[config.mk]
export PLATFORM = sky130hd
export DESIGN_NAME = gcd_rr_scheduler
export DESIGN_NICKNAME = d
export VERILOG_FILES = /design/src/rtl/gcd_rr_scheduler.sv
export SDC_FILE = /design/constraint.sdc
export NUM_CORES = 1
export LEC_CHECK = 0
export CORE_MARGIN = 3
export CORE_UTILIZATION = 29
export CTS_BUF_LIST = sky130_fd_sc_hd__clkbuf_4
export DETAILED_ROUTE_END_ITERATION = 8
export PLACE_DENSITY = 0.94
export SYNTH_ARGS = -nofsm -noshare
export SYNTH_HDL_FRONTEND = slang
export SYNTH_SLANG_ARGS = --single-unit
[constraint.sdc]
create_clock -name clk -period 2.2 [get_ports clk]
set_clock_uncertainty 0.05 [all_clocks]
set_input_delay 0.22 -clock clk [delete_from_list [all_inputs] [get_ports clk]]
set_output_delay 0.22 -clock clk [all_outputs]
set_load 0.1 [all_outputs]
[src/rtl/gcd_rr_scheduler.sv]
// Round-robin front end that shares one GcdUnit between NUM_REQ val/rdy requesters.
// Optional per-requester response counters are enabled with GCD_SCHED_PERF_EN.
module gcd_rr_scheduler #(
  parameter int unsigned NUM_REQ         = 4,
  parameter int unsigned MAX_OUTSTANDING = 2
) (
  input  logic                  clk,
  input  logic                  reset_n,
  input  logic [NUM_REQ-1:0]    cli_req_val,
  output logic [NUM_REQ-1:0]    cli_req_rdy,
  input  logic [NUM_REQ*32-1:0] cli_req_msg,
  output logic [NUM_REQ-1:0]    cli_resp_val,
  input  logic [NUM_REQ-1:0]    cli_resp_rdy,
  output logic [15:0]           cli_resp_msg,
  output logic                  gcd_req_val,
  input  logic                  gcd_req_rdy,
  output logic [31:0]           gcd_req_msg,
  input  logic                  gcd_resp_val,
  output logic                  gcd_resp_rdy,
  input  logic [15:0]           gcd_resp_msg,
  output logic                  proto_err
`ifdef GCD_SCHED_PERF_EN
  ,
  input  logic                  perf_clr,
  output logic [NUM_REQ*16-1:0] perf_cnt
`endif
);

  localparam int unsigned TAG_W = (NUM_REQ > 1) ? $clog2(NUM_REQ) : 1;
  localparam int unsigned PTR_W = (MAX_OUTSTANDING > 1) ? $clog2(MAX_OUTSTANDING) : 1;
  localparam int unsigned CNT_W = $clog2(MAX_OUTSTANDING + 1);

  logic [TAG_W-1:0] ptr_q;
  logic [TAG_W-1:0] tag_q [MAX_OUTSTANDING];
  logic [PTR_W-1:0] wr_ptr_q, rd_ptr_q;
  logic [CNT_W-1:0] count_q, count_d;
  logic             proto_err_q;

  logic [TAG_W-1:0] grant, idx, head;
  logic             any_val, full, empty, issue_fire, resp_fire;

  function automatic logic [PTR_W-1:0] fifo_inc(input logic [PTR_W-1:0] p);
    return (p == PTR_W'(MAX_OUTSTANDING - 1)) ? '0 : p + 1'b1;
  endfunction

  assign full  = (count_q == CNT_W'(MAX_OUTSTANDING));
  assign empty = (count_q == '0);
  assign head  = tag_q[rd_ptr_q];

  // First valid requester at or after ptr_q, wrapping.
  always_comb begin
    grant   = '0;
    any_val = 1'b0;
    idx     = '0;
    for (int k = 0; k < int'(NUM_REQ); k++) begin
      idx = TAG_W'((int'(ptr_q) + k) % int'(NUM_REQ));
      if (!any_val && cli_req_val[idx]) begin
        any_val = 1'b1;
        grant   = idx;
      end
    end
  end

  // Full blocks issue regardless of a same-cycle pop, so gcd_req_val never sees gcd_req_rdy.
  always_comb begin
    gcd_req_val = any_val && !full;
    gcd_req_msg = cli_req_msg[{grant, 5'b00000} +: 32];
    cli_req_rdy = '0;
    if (any_val && gcd_req_rdy && !full) cli_req_rdy[grant] = 1'b1;

    cli_resp_val = '0;
    if (!empty) cli_resp_val[head] = gcd_resp_val;
    gcd_resp_rdy = !empty && cli_resp_rdy[head];
    cli_resp_msg = gcd_resp_msg;
  end

  assign issue_fire = gcd_req_val && gcd_req_rdy;
  assign resp_fire  = gcd_resp_val && gcd_resp_rdy;
  assign proto_err  = proto_err_q;

  always_comb begin
    count_d = count_q;
    unique case ({issue_fire, resp_fire})
      2'b10:   count_d = count_q + 1'b1;
      2'b01:   count_d = count_q - 1'b1;
      default: count_d = count_q;
    endcase
  end

  always_ff @(posedge clk or negedge reset_n) begin
    if (!reset_n) begin
      ptr_q       <= '0;
      wr_ptr_q    <= '0;
      rd_ptr_q    <= '0;
      count_q     <= '0;
      proto_err_q <= 1'b0;
      for (int i = 0; i < int'(MAX_OUTSTANDING); i++) tag_q[i] <= '0;
    end else begin
      count_q <= count_d;
      if (issue_fire) begin
        tag_q[wr_ptr_q] <= grant;
        wr_ptr_q        <= fifo_inc(wr_ptr_q);
        ptr_q           <= (grant == TAG_W'(NUM_REQ - 1)) ? '0 : grant + 1'b1;
      end
      if (resp_fire) rd_ptr_q <= fifo_inc(rd_ptr_q);
      if (gcd_resp_val && empty) proto_err_q <= 1'b1;
    end
  end

`ifdef GCD_SCHED_PERF_EN
  logic [15:0] perf_q [NUM_REQ];

  always_ff @(posedge clk or negedge reset_n) begin
    if (!reset_n) begin
      for (int i = 0; i < int'(NUM_REQ); i++) perf_q[i] <= '0;
    end else if (perf_clr) begin
      for (int i = 0; i < int'(NUM_REQ); i++) perf_q[i] <= '0;
    end else if (resp_fire && perf_q[head] != 16'hFFFF) begin
      perf_q[head] <= perf_q[head] + 16'd1;
    end
  end

  always_comb begin
    perf_cnt = '0;
    for (int i = 0; i < int'(NUM_REQ); i++) perf_cnt[16*i +: 16] = perf_q[i];
  end
`endif

endmodule

==> flow_metrics.env, run 1 <==
export IMPL_crit_buf_inv=4
export IMPL_synthAdderAreaFrac_pct=3.24
export IMPL_root_buffer="clkbuf_4"
export IMPL_outcome="finished, violations left"
export IMPL_multi_input_area_um2=2140
export IMPL_clock_sinks=11
export IMPL_startpoint="ptr_q[1]$_DFFE_PN0P_"
export IMPL_ant_nets=0
export IMPL_synth_area_leaders="mux2i_1 (51%), dfrtp_1 (14%), buf_4 (6.2%)"
export IMPL_min_period_over_period_pct=112
export IMPL_grt_overflow=0
export IMPL_yosysTopAreaCell="mux2i_1"
export IMPL_path_max_fanout=10
export IMPL_slowest_stage="dfrtp_2"
export IMPL_finalMaxSlewViolations=0
export IMPL_critical_path_class="reg -> out"
export IMPL_syn_nets=368
export IMPL_reg2reg_depth=8
export IMPL_synthArstFlopShare_pct=100
export IMPL_p_seq_share_pct=5.0
export IMPL_arrival_ns=2.20
export IMPL_path_cells="nor2b_4 > nand3_2 > o211ai_4 > buf_12 > buf_16 > mux2i_1 > mux2i_1 > buf_4 > buf_12"
export IMPL_fin_ws_ns=-0.272
export IMPL_max_stage_delay_ns=0.43
export IMPL_tns_ns=-7.35
export IMPL_die_w_um=87.6
export IMPL_h_tree_depth=1
export IMPL_netlist_instances=207
export IMPL_report_power_total_mw=8.90
export IMPL_cts_buffer_depth=2
export IMPL_synth_top_cells_by_count="mux2i_1 (99), buf_4 (16), dfrtp_1 (11), nand2_1 (10), nor2_1 (8)"
export IMPL_power_density_nw_per_um2=1630
export IMPL_gp_congestion=0.805
export IMPL_hold_viol_final=0
export IMPL_synth_seq_area_share_pct=14.3
export IMPL_power_frac_comb_pct=93.3
export IMPL_port_buffers=182
export IMPL_cts_tree="yes"
export IMPL_start_kind="flop"
export IMPL_die_area_um2=7670
export IMPL_grt_first_pass_wirelength_um=13600
export IMPL_clk_pin_slew_ns=0.08
export IMPL_io_pins=215
export IMPL_p_int_mw=4.10
export IMPL_avgSynthCellArea_um2=9.32
export IMPL_clkPwrFrac_pct=1.7
export IMPL_cts_hold_buffers_added=0
export IMPL_grt_max_degree=25
export IMPL_fill_cells=299
export IMPL_switchingPower_mw=4.79
export IMPL_synth_compound_area_share_pct=4.35
export IMPL_finalSetupViolCount=36
export IMPL_syn_area_um2=1930
export IMPL_insertedDiodeCount=0
export IMPL_core_area_um2=6390
export IMPL_maxCapViolCount=0
export IMPL_crit_family="buffers and inverters"
export IMPL_min_path_type="in -> async"
export IMPL_r2r_slack_ns=0.15
export IMPL_ys_seq_elements=11
export IMPL_first_global_vias=2758
export IMPL_max_slew_margin_pct=63.3
export IMPL_first_pass_iters=4
export IMPL_drc_errors=0
export IMPL_r2r_end="count_q[1]$_DFFE_PN0P_"
export IMPL_drt_iter0_drc=53
export IMPL_end_kind="output port"
export IMPL_start_util_pct=30.2
export IMPL_yosys_area_share_simple_pct=10.1
export IMPL_synth_cell_types=32
export IMPL_place_ws_ns=-0.328
export IMPL_clk_latency_ns=0.27
export IMPL_cp_required_ns=1.93
export IMPL_violations="negative setup slack"
export IMPL_dr_total_vias=2517
export IMPL_synth_most_common_cell="mux2i_1"
export IMPL_fmax_mhz=405
export IMPL_swShare_pct=53.9
export IMPL_routedWlPerCell_um=22.0
export IMPL_antenna_found_initial=0
export IMPL_yosys_area_top_type_share_pct=51.4
export IMPL_rsz0062_at_grt="yes"
export IMPL_grt_usage_pct=22.7
export IMPL_chipHeight_um=87.6
export IMPL_final_nets=573
export IMPL_row_count=29
export IMPL_path_depth=9
export IMPL_ys_warn_count=0
export IMPL_dp_hpwl_um=7280
export IMPL_period_needed_ns=2.47
export IMPL_synth_flop_cell="dfrtp_1"
export IMPL_irDropWorstVdd_mv=1.85
export IMPL_syn_to_final_growth_pct=183
export IMPL_drive_gt1_share_pct=48.7
export IMPL_synth_xor_area_share_pct=2.27
export IMPL_place_area_um2=4650
export IMPL_synth_edf_count=0
export IMPL_vias_per_cell=5.16
export IMPL_synth_top_family_by_area="multiplexers"
export IMPL_leakagePower_nw=2.19
export IMPL_synth_area_mux_share_pct=53.7
export IMPL_seq_area_um2=278
export IMPL_final_area_um2=5460
export IMPL_wirelength_um=10700
export IMPL_timing_rr_start="rd_ptr_q$_DFFE_PN0P_"
export IMPL_cts_buffers=3
export IMPL_tightest_slew_ns=0.550
==> power groups by stage <==
stage | clock network, mW | logic [mW] | registers [mW]
after floorplan | 0 | 4.89 | 0.380
after global placement | 0 | 6.91 | 0.409
after detailed placement | 0 | 7.02 | 0.422
after CTS | 0.158 | 7.53 | 0.417
after global routing | 0.165 | 8.50 | 0.462
final | 0.155 | 8.30 | 0.445
==> worst max-delay path by stage <==
stage	end	slack [ns]
after floorplan	gcd_req_msg[21]	-0.79
after global placement	gcd_req_msg[21]	-0.19
after detailed placement	gcd_req_msg[9]	-0.33
after CTS	cli_req_rdy[2]	-0.22
after global routing	gcd_req_msg[21]	-0.34
final	gcd_req_msg[21]	-0.27
==> cells in the final DEF (no fill, tap or decap), types with 4 or more instances in the layout <==
master / count
buf_12: 49
xnor2_1: 4
buf_4: 26
clkbuf_16: 4
nor2_1: 4
mux2i_1: 23
mux2i_4: 32
clkdlybuf4s50_1: 137
buf_16: 4
ha_4: 4
mux2i_2: 44
dfrtp_1: 9
and3_4: 4
clkbuf_4: 4
nand2_1: 10
==> stage by stage <==
stage / utilization (%) / hold WS (ns) / cells
final: 85.5 / 0.251 / 488
after global routing: 85.5 / 0.291 / 488
after CTS: 78.1 / 0.258 / 470
after detailed placement: 72.8 / 0.391 / 455
after global placement: 72.8 / 0.391 / 455
after floorplan: - / -0.126 / 207
==> final cells by class <==
type | count | area share, %
multi-input combinational | 162 | 39.1
tap | 77 | 1.76
clock buffer | 4 | 0.550
sequential | 11 | 5.08
inverter | 7 | 0.756
timing repair buffer | 227 | 52.7
==> registers in the layout, indices dropped and copies added, names as in the netlist <==
name,cells
wr_ptr_q,1
ptr_q,2
proto_err,1
count_q,2
rd_ptr_q,1
tag_q,4
==> kinds of logic after synthesis <==
logic type / after synthesis
AOI/OAI and AO/OA: 12
xor gates and xnor gates: 5
DFF: 11
adders and majority gates: 5
muxes: 103
and+or+nand+nor: 37
buffers and inverters: 34
==> layer usage <==
layer / part of all wire [%] / GRT usage [%] / routed length (um)
met3: 6.1 / 5.74 / 653
met1: 35 / 24.1 / 3750
met2: 56 / 43.7 / 6060
met4: 2.7 / 6.83 / 287
met5: 0 / 0 / 0
==> what timing repair did <==
action,CTS,global route
gates resized for setup,44,48
cloned,2,6
endpoints found under the setup margin,36,37
pin swaps,4,6
setup buffers,10,12
(Power assumes the default switching activity.)
==> inputs of run 2 (changes only) <==
--- a/config.mk
+++ b/config.mk
@@ -5,6 +5,7 @@
 export SDC_FILE = /design/constraint.sdc
 export NUM_CORES = 1
 export LEC_CHECK = 0
+export CORE_ASPECT_RATIO = 2
 export CORE_MARGIN = 3
 export CORE_UTILIZATION = 29
 export CTS_BUF_LIST = sky130_fd_sc_hd__clkbuf_4
==> run 2 against run 1 <==
  * The run still ends with negative setup slack left
  * Global-route usage is 0.18 points lower
  * Design area is 3.8% lower
  * Largest power group unchanged
  * Via count is 1.3% lower
  * Sequential share of layout area grew 0.20 points
  * Critical path type unchanged
  * Wire length rose by 1.2%
  * Hold slack lost 0.015 ns
  * Register-to-register slack barely moved
  * Sequential power fell by 1%
==> flow_metrics.env, run 2 (synthesis results as in run 1) <==
export IMPL_syn_to_final_growth_pct=172
export IMPL_vias_per_cell=5.16
export IMPL_irDropWorstVdd_mv=1.08
export IMPL_insertedDiodeCount=0
export IMPL_cts_tree="yes"
export IMPL_grt_usage_pct=22.6
export IMPL_routedWlPerCell_um=22.6
export IMPL_drt_iter0_drc=83
export IMPL_dp_cells=466
export IMPL_cp_required_ns=1.93
export IMPL_outcome="finished, violations left"
export IMPL_finalMaxSlewViolations=0
export IMPL_first_pass_iters=4
export IMPL_drive_gt1_share_pct=43.7
export IMPL_fmax_mhz=397
export IMPL_min_path_type="in -> async"
export IMPL_hold_slack_ns=0.236
export IMPL_switchingPower_mw=4.66
export IMPL_final_nets=558
export IMPL_place_area_um2=4680
export IMPL_dr_total_vias=2485
export IMPL_fin_util_pct=82.6
export IMPL_clkPwrFrac_pct=1.8
export IMPL_reg2reg_depth=9
export IMPL_critical_path_class="reg -> out"
export IMPL_clk_latency_ns=0.28
export IMPL_layout_cells_non_filler=482
export IMPL_report_power_total_mw=8.50
export IMPL_arrival_ns=2.25
export IMPL_fin_ws_ns=-0.320
export IMPL_hold_viol_final=0
export IMPL_final_area_um2=5250
export IMPL_path_max_fanout=9
export IMPL_io_pins=215
export IMPL_root_buffer="clkbuf_4"
export IMPL_tightest_slew_ns=0.535
export IMPL_clock_sinks=11
export IMPL_period_needed_ns=2.52
export IMPL_h_tree_depth=1
export IMPL_power_density_nw_per_um2=1620
export IMPL_fill_cells=340
export IMPL_r2r_slack_ns=0.14
export IMPL_multi_input_area_um2=2120
export IMPL_start_util_pct=30.3
export IMPL_regMostFlops="tag_q"
export IMPL_clk_pin_slew_ns=0.08
export IMPL_reg_top3="tag_q x4, count_q x2, ptr_q x2"
export IMPL_final_cell_mix="clkdlybuf4s50_1 (138), buf_12 (52), mux2i_4 (40)"
export IMPL_swShare_pct=54.8
export IMPL_final_common_cell="clkdlybuf4s50_1"
export IMPL_min_period_over_period_pct=115
export IMPL_wirelength_um=10900
export IMPL_ant_nets=0
export IMPL_cts_hold_buffers_added=0
export IMPL_cts_buffer_depth=2
export IMPL_p_seq_share_pct=5.2
export IMPL_dp_hpwl_um=7890
export IMPL_end_kind="output port"
export IMPL_p_int_mw=3.84
export IMPL_leakagePower_nw=2.09
export IMPL_finalSetupViolCount=36
export IMPL_port_buffers=182
export IMPL_antenna_found_initial=0
export IMPL_power_frac_comb_pct=93.0
export IMPL_seq_area_um2=278
export IMPL_core_area_um2=6360
export IMPL_die_area_um2=7730
export IMPL_grt_first_pass_wirelength_um=13200
export IMPL_gp_congestion=0.791
export IMPL_grt_max_degree=36
export IMPL_rsz0062_at_grt="yes"
export IMPL_grt_overflow=0
export IMPL_maxCapViolCount=0
export IMPL_die_w_um=63.7
export IMPL_first_global_vias=2688
export IMPL_violations="negative setup slack"
export IMPL_timing_rr_start="rd_ptr_q$_DFFE_PN0P_"
export IMPL_cts_buffers=3
export IMPL_max_slew_margin_pct=64.2
export IMPL_start_kind="flop"
export IMPL_row_count=41
export IMPL_r2r_end="count_q[1]$_DFFE_PN0P_"
export IMPL_drc_errors=0
export IMPL_chipHeight_um=121
export IMPL_largest_reg_flops=4
[run 2: per-layer routing]
metal	global-route usage, %	vias to the layer above	part of all wire [%]
met5	0	-	0
met4	15.2	0	4.9
met3	5.93	43	6.9
met2	44.5	164	58
met1	18.5	1164	30
li1	-	1114	-
[run 2: timing repair]
action,CTS,global route
resized for setup,13,65
buffers inserted,1,7
gates cloned,0,4
endpoints found under the hold margin,0,0
endpoints found under the setup margin,36,37
pin swaps,0,4
[run 2: stage by stage]
stage          setup TNS (ns)  setup WS [ns]
2_1_floorplan           -4.90         -0.794
3_3_place_gp            -4.36         -0.216
3_5_place_dp            -6.73         -0.265
4_1_cts                 -5.50         -0.226
5_1_grt                -10.32         -0.365
6_report                -8.04         -0.320
[run 2: worst max path at each step]
stage / from / to / cells after the start
after global routing: ptr_q[1]$_DFFE_PN0P_ / gcd_req_msg[14] / 8
final: ptr_q[1]$_DFFE_PN0P_ / gcd_req_msg[14] / 8
after CTS: ptr_q[1]$_DFFE_PN0P_ / gcd_req_msg[5] / 7
after global placement: cli_req_val[3] / gcd_req_msg[8] / 7
after floorplan: ptr_q[1]$_DFFE_PN0P_ / gcd_req_msg[21] / 7
after detailed placement: cli_req_val[3] / gcd_req_msg[8] / 8
[run 2: area by class of cell]
class                   count  share of cell area (%)
flip-flops and latches     11                    5.29
inverters                   7                   0.500
repair buffers            212                    51.3
well taps                  86                    2.05
clock buffers               4                   0.572
multi-input cells         162                    40.3
[run 2: power by group through the flow]
stage,sequential [mW],clock (mW),combinational (mW)
global route,0.449,0.171,8.11
detailed placement,0.422,0,7.05
finish,0.440,0.153,7.90
global placement,0.412,0,6.94
CTS,0.420,0.153,7.16
floorplan,0.380,0,4.89
[run 2: worst max-delay path, stage by stage (launching register included)]
cell and delay, ns:
dfrtp_2 0.43, nor2b_4 0.18, nand3_1 0.16, o211ai_4 0.14, buf_12 0.18, clkbuf_16 0.19, mux2i_1 0.35, mux2i_4 0.14
buf_12 0.19
